File: src/rtl/seg_pkg.sv
// Shared constants, types and the hex-to-segment table for the seven-segment
// display driver. Segment vectors are {g,f,e,d,c,b,a}, active-low.
package seg_pkg;

    localparam logic [6:0] SEG_OFF = 7'b1111111;
    localparam logic [3:0] AN_OFF  = 4'b1111;

    typedef logic [1:0] digit_idx_t;

    // Index is the hex nibble; entry 0 is the leftmost element.
    localparam logic [6:0] HEX_SEG [16] = '{
        7'b1000000,   // 0
        7'b1111001,   // 1
        7'b0100100,   // 2
        7'b0110000,   // 3
        7'b0011001,   // 4
        7'b0010010,   // 5
        7'b0000010,   // 6
        7'b1111000,   // 7
        7'b0000000,   // 8
        7'b0010000,   // 9
        7'b0001000,   // A
        7'b0000011,   // b
        7'b1000110,   // C
        7'b0100001,   // d
        7'b0000110,   // E
        7'b0001110    // F
    };

endpackage

File: src/rtl/seg_display_driver_hex.sv
// Combinational hex nibble to active-low seven-segment pattern.
module hex_to_7seg
    import seg_pkg::*;
(
    input  logic [3:0] hex,
    output logic [6:0] seg
);

    assign seg = HEX_SEG[hex];

endmodule

File: src/rtl/seg_display_driver.sv
// Four-digit multiplexed seven-segment driver with flag LEDs.
// Each digit slot lasts CLK_DIV cycles; the first GUARD cycles of a slot keep
// all anodes off to avoid ghosting while the segment pattern changes.
// Optional feature: define SEG_FLAG_BLINK_EN to blink the display while any
// flag is set (a BLINK_BITS-bit frame counter; its MSB blanks the anodes).
module seg_display_driver
    import seg_pkg::*;
#(
    parameter int CLK_DIV    = 100000,
    parameter int GUARD      = 16,
    parameter int BLINK_BITS = 8
) (
    input  logic        clk,
    input  logic        reset,
    input  logic [15:0] shown16,
    input  logic [4:0]  flags,
    input  logic        load,
    input  logic        blank,
    output logic [3:0]  an,
    output logic [6:0]  seg,
    output logic        dp,
    output logic [4:0]  led,
    output logic        frame_done
);

    localparam int CW = $clog2(CLK_DIV);

    logic [CW-1:0] slot_cnt;
    digit_idx_t    idx;
    logic [15:0]   val_buf;
    logic [4:0]    flag_buf;
    logic [3:0]    nibble;
    logic [6:0]    seg_dec;
    logic          slot_wrap;
    logic          guard_on;
    logic          blink_off;
    logic          digit0_on;

    assign slot_wrap = (slot_cnt == CW'(CLK_DIV - 1));
    assign guard_on  = (slot_cnt < CW'(GUARD));
    assign nibble    = val_buf[{idx, 2'b00} +: 4];
    assign digit0_on = !blank && !guard_on && (idx == 2'd0);

    hex_to_7seg u_hex (
        .hex (nibble),
        .seg (seg_dec)
    );

`ifdef SEG_FLAG_BLINK_EN
    logic [BLINK_BITS-1:0] frame_cnt;

    // Count completed frames; the MSB gives a slow blink phase.
    always_ff @(posedge clk or negedge reset) begin
        if (!reset)
            frame_cnt <= '0;
        else if (frame_done)
            frame_cnt <= frame_cnt + 1'b1;
    end

    assign blink_off = (flag_buf != 5'd0) && frame_cnt[BLINK_BITS-1];
`else
    // No frame counter in this build, so the display never blinks; any legal
    // BLINK_BITS (>= 1) makes this term constant 0.
    assign blink_off = (BLINK_BITS < 1);
`endif

    // Scan counters and display buffer; a load on a wrap edge is already
    // visible when the new digit's outputs are registered one cycle later.
    always_ff @(posedge clk or negedge reset) begin
        if (!reset) begin
            slot_cnt <= '0;
            idx      <= '0;
            val_buf  <= '0;
            flag_buf <= '0;
        end else begin
            if (load) begin
                val_buf  <= shown16;
                flag_buf <= flags;
            end
            slot_cnt <= slot_wrap ? '0 : slot_cnt + 1'b1;
            if (slot_wrap)
                idx <= idx + 1'b1;
        end
    end

    // Registered outputs, one cycle behind the counter/index/buffer state.
    always_ff @(posedge clk or negedge reset) begin
        if (!reset) begin
            an         <= AN_OFF;
            seg        <= SEG_OFF;
            dp         <= 1'b1;
            led        <= '0;
            frame_done <= 1'b0;
        end else begin
            an         <= (blank || guard_on || blink_off) ? AN_OFF : ~(4'b0001 << idx);
            seg        <= seg_dec;
            dp         <= ~(digit0_on && (flag_buf != 5'd0));
            led        <= flag_buf;
            frame_done <= slot_wrap && (idx == 2'd3);
        end
    end

endmodule

File: config.mk
export PLATFORM = sky130hd
export DESIGN_NAME = seg_display_driver
export DESIGN_NICKNAME = d
export VERILOG_FILES = /design/src/rtl/seg_pkg.sv /design/src/rtl/seg_display_driver_hex.sv /design/src/rtl/seg_display_driver.sv
export SDC_FILE = /design/constraint.sdc
export NUM_CORES = 1
export LEC_CHECK = 0
export CORE_UTILIZATION = 45
export DETAILED_ROUTE_END_ITERATION = 12
export GPL_ROUTABILITY_DRIVEN = 0
export PLACE_DENSITY_LB_ADDON = 0.1
export SETUP_SLACK_MARGIN = 0.5
export SLEW_MARGIN = 20
export SYNTH_ARGS = -nofsm -noshare
export SYNTH_HDL_FRONTEND = slang
export SYNTH_SLANG_ARGS = --single-unit
export TNS_END_PERCENT = 1
File: constraint.sdc
create_clock -name clk -period 3.2 [get_ports clk]
set_input_delay 0.64 -clock clk [delete_from_list [all_inputs] [get_ports clk]]
set_output_delay 0.64 -clock clk [all_outputs]
set_load 0.02 [all_outputs]
## Word level (Yosys, flattened, before mapping)

Memory sizes are Yosys's and may differ from the RTL's. A register that Yosys moved wholly into a read port is not among the register bits.
Index checks and enable logic that the tools add are counted.

- Flip-flop bits (word level): 51
- Latch bits: 0
- Bits in writable memories: 0
- Memory bits (read-only): 112
- Input port bits: 25
- Output and inout bits: 18
- Logic and storage cells: 31
- Memories: 1

- Add/sub/neg operators: 2
- $mul: 0
- Divide/modulo/power cells: 0
- Magnitude comparators: 1
- Equal/unequal tests: 2
- Shift operators: 2
- Multiplexer cells: 2
- Bitwise operators: 3
- Reduce and logical (&&, ||, !) cells: 10

Memory list:

| name | words | width | read ports | clocked after memory_dff | write ports | RTL line | text |
|---|---|---|---|---|---|---|---|
| (no name shown) | 16 | 7 | 1 | 1 | 0 | seg_display_driver_hex.sv:9 | `assign seg = HEX_SEG[hex];` |

Operator list:

| operator | number |
|---|---|
| $add A17 B1 Y17 const B | 1 |
| $eq A17 B17 Y1 const B | 1 |
| $lt A17 B5 Y1 const B | 1 |
| $mux W17 | 1 |
| $shiftx A16 B5 Y4 | 1 |
| $not A4 Y5 | 1 |
| $reduce_bool A5 Y1 | 1 |
| $logic_and A1 B1 Y1 | 4 |
| $mux W4 | 1 |
| $not A4 Y4 | 1 |
| $shl A1 B2 Y4 const A | 1 |
| $logic_not A1 Y1 | 3 |
| $add A2 B1 Y2 const B | 1 |
| $eq A2 B2 Y1 const B | 1 |
| $logic_not A2 Y1 | 1 |
| $logic_or A1 B1 Y1 | 1 |
| $not A1 Y1 | 1 |

## Logic depth before layout (Yosys ltp)

- Word-level depth: 6
- Depth in mapped cells: 7
- Depth with buffers taken out: 6

## Hierarchy

A second synthesis with hierarchy kept.

- Cell total of the unflattened synthesis: 197
- Area, all modules: 2612.5 sq um

By module, submodules not included:

| module | times used | cells an instance | area an instance (sq um) | seq. area each (sq um) |
|---|---|---|---|---|
| seg_display_driver | 1 | 164 | 2338.5 | 1466.4 |
| hex_to_7seg | 1 | 33 | 274.0 | 0.0 |

## Least setup slack after synthesis

Ideal clock, no wire load.

- Path kind: reg2reg
- Start point: register idx[0]
- End point: register seg[0]
- Library setup time: 91 ps
- Arrival: 1728 ps
- Required time: 3109 ps
- Path slack: 1381 ps
- Cell stages (with the launch flop): 7
- Path buffers: 1
- Clock period less this slack: 1819 ps
- Cells stage by stage: dfrtp_1 > buf_6 > mux4_1 > inv_1 > ha_1 > inv_1 > o31ai_1

- Word-level cells in the longest chain between the ends: 2

Ends and longest elaborated chain:

| item | RTL line | text |
|---|---|---|
| start, declared | seg_display_driver.sv:29 | `digit_idx_t idx;` |
| start signal, assigned | seg_display_driver.sv:82 | `idx <= idx + 1'b1;` |
| $shiftx A16 B5 Y4 | seg_display_driver.sv:41 | `assign nibble = val_buf[{idx, 2'b00} +: 4];` |
| $not A4 Y5 (implied by the code) | seg_display_driver_hex.sv:9 |  |
| end, declared | seg_display_driver.sv:20 | `output logic [6:0] seg,` |

No other way between the ends.
A chain may end at the register's enable or synchronous reset.

## Final worst setup path

Ends and elaborated chain as after synthesis.

==> results.cfg <==
[timing]
timing.setup.tns_ns = 0
finalClockSkew_ns = 0.00864
final_hold_viol_count = 0
final-setup-viol-count = 0
finalCritPeriodShare_pct = 65.0
slew_violations = 0
tightest_slew_ns = 0.469
relSlewSlack_pct = 68.3
rsz0062_at_grt = no
fmax_mhz = 481
period_needed_ns = 2.08

[clock_tree]
cts_max_level = 3
cts.clk_slew.worst_paths_ns = 0.06
cts_buffer_depth = 2
clock_latency_ns = 0.34
holdBufCountCts = 0
cts_tree = built
cts-root-buf = clkbuf_8
post_cts_resized = 0
post_cts_buffers = 0
cts.sinks = 58
cts_buffers = 9

[routing]
vias_per_cell = 5.02
vias = 1627
drc_errors = 0
post_drt_wl_per_cell_microns = 13.5
drt_iter0_markers = 46
first_pass_iters = 4
routed_wl_microns = 4360
ant_nets = 0

[logic_synthesis]
synth_fa_ha_area_share_pct = 5.35
synthesis.nets = 234
synth_top_family_by_area = multiplexers
synth.area.mux_share_pct = 14.3
synth_compound_area_share_pct = 4.48
synth_area_sq_um = 2570
ys_seq_elements = 58
synth_xor_area_share_pct = 4.77
avgSynthCellArea_sq_um = 13.0
yosysUniqueCellTypes = 38
synthSimpleGateAreaFrac_pct = 11.4
ys_warn_count = 0
netlist_instances = 198
synth-seq-area-share_pct = 57.0

[final_layout]
syn2layout_area_growth_pct = 27.0
utilization_pct = 59.3
fin_nets = 283
fin_cells = 324
diodes = 0
layout-drive-gt1-share_pct = 23.8

[grt]
antenna_found_initial = 0
grt_usage_pct = 17.2
grt_pass1_wl_microns = 7650
grt_pass1_vias = 1653
overflow = 0
grt_max_degree = 27

[pwr]
peakVddDrop_v = 0.000241
power_density_nw_per_um2 = 528
p_leak_nw = 1.35

[run_status]
status = finished clean

[critical_path]
worstPathRequired_ns = 3.45
cp-end-kind = register
arrival_ns = 2.33
start_kind = register
worstPathMaxFanout = 7
critPathKind = register to register
worst-r2r-setup-slack_ns = 1.12

[min_path]
hold_class = input port to asynchronous set/reset pin

[placement]
place_hpwl_microns = 3180
port_buffers = 42
dp_cells = 308

[die]
initial_core_util_pct = 46.7
die_w_microns = 77.6
std_cell_rows = 27
die_y_microns = 77.6
core-area_sq_um = 5510
die-area_sq_um = 6020
ios = 43

[run]
max_cap_viol_count = 0
==> layer usage <==
| metal | vias up | track usage [%] | share of wire [%] |
|---|---|---|---|
| met3 | 9 | 6.00 | 5.3 |
| met2 | 39 | 25.5 | 45 |
| met1 | 789 | 22.0 | 47 |
| met5 | - | 0 | 0 |
| li1 | 790 | - | - |
| met4 | 0 | 9.62 | 2.5 |
==> critical path: stages, from the launching register on <==
cell,delay (ns)
dfrtp_1,0.54
mux4_1,0.74
inv_1,0.17
ha_1,0.23
inv_1,0.07
o31ai_1,0.25
==> state kept, by name, indices dropped and copies added (netlist names) <==
| signal | count |
|---|---|
| idx | 2 |
| flag_buf | 5 |
| an | 4 |
| frame_done | 1 |
| dp | 1 |
| led | 5 |
| seg | 7 |
| slot_cnt | 17 |
| val_buf | 16 |
==> cell usage in the layout, fill, tap and decap left out, types with 2 or more instances in the layout <==
cell | netlist | final
dfrtp_1 | 46 | 46
clkdlybuf4s50_1 | 0 | 41
mux2_2 | 23 | 23
nand2_1 | 15 | 15
dfstp_2 | 12 | 12
clkbuf_8 | 0 | 12
ha_1 | 11 | 11
nor2_1 | 10 | 10
xnor2_1 | 10 | 10
nand3_1 | 8 | 8
inv_1 | 5 | 5
nand4_1 | 5 | 5
xor2_1 | 4 | 4
buf_4 | 1 | 4
mux4_2 | 3 | 3
o21a_1 | 3 | 3
nor2b_1 | 3 | 3
a21oi_1 | 3 | 3
nor3_1 | 3 | 3
or3_1 | 3 | 3
and4_1 | 3 | 3
and2_1 | 2 | 2
o21ai_1 | 2 | 2
nor4_1 | 2 | 2
o21ai_0 | 2 | 2
clkbuf_1 | 4 | 2
==> final cells by class <==
cell class / instances / area, sq um
clock buffer: 14 / 173
clock inverter: 2 / 35.0
fill: 427 / 2240
inverter: 5 / 18.8
multi-input combinational: 127 / 1040
sequential: 58 / 1470
tap: 72 / 90.1
timing repair buffer: 46 / 445
==> stage by stage <==
step	total power, W	area (sq um)	setup WS [ns]	hold slack (ns)
finish	0.00172	3260	1.12	0.204
global route	0.00180	3260	0.965	0.229
CTS	0.00175	3260	1.10	0.206
detailed placement	0.00105	3060	1.11	0.376
global placement	0.00105	3060	1.24	0.375
floorplan	0.000942	2570	1.38	0.344
==> path summary, 6_finish.rpt <==
path	from	endpoint	cells after the start
worst min register to register	flag_buf[0]	led[0]	0
worst max-delay path	idx[0]	seg[0]	5
max in group asynchronous	reset	seg[6]	2
worst min-delay path	reset	val_buf[4]	1
worst max register to register	idx[0]	seg[0]	5
min in group clk	flag_buf[0]	led[0]	0
==> cells by family after synthesis <==
logic type	Yosys count
compound gates	17
xor+xnor	14
fa+ha+maj	11
buf+inv	13
flops	58
mux	28
simple gates	57
==> Yosys cell counts, drive strengths merged <==
master / instances / area [sq um]
a21oi: 3 / 15.0
a22o: 1 / 8.76
a22oi: 1 / 7.51
a41oi: 1 / 8.76
and2: 2 / 12.5
and4: 3 / 26.3
buf: 4 / 35.0
clkbuf: 4 / 15.0
dfrtp: 46 / 1150
dfstp: 12 / 315
ha: 11 / 138
inv: 5 / 18.8
mux2: 24 / 274
mux4: 4 / 93.8
nand2: 15 / 56.3
nand2b: 1 / 6.26
nand3: 8 / 40.0
nand4: 5 / 31.3
nor2: 10 / 37.5
nor2b: 3 / 18.8
nor3: 4 / 25.0
nor4: 2 / 12.5
o211ai: 1 / 7.51
o21a: 3 / 22.5
o21ai: 5 / 28.8
o2bb2ai: 1 / 8.76
o31ai: 1 / 7.51
or3: 3 / 18.8
or4: 1 / 7.51
xnor2: 10 / 87.6
xor2: 4 / 35.0
==> power by group <==
group / switching, W / leakage [nW] / internal [W]
clock: 0.000271 / 0.107 / 0.000423
sequential: 0.0000182 / 0.695 / 0.000793
combinational: 0.000100 / 0.550 / 0.000119
(Power assumes the default switching activity.)
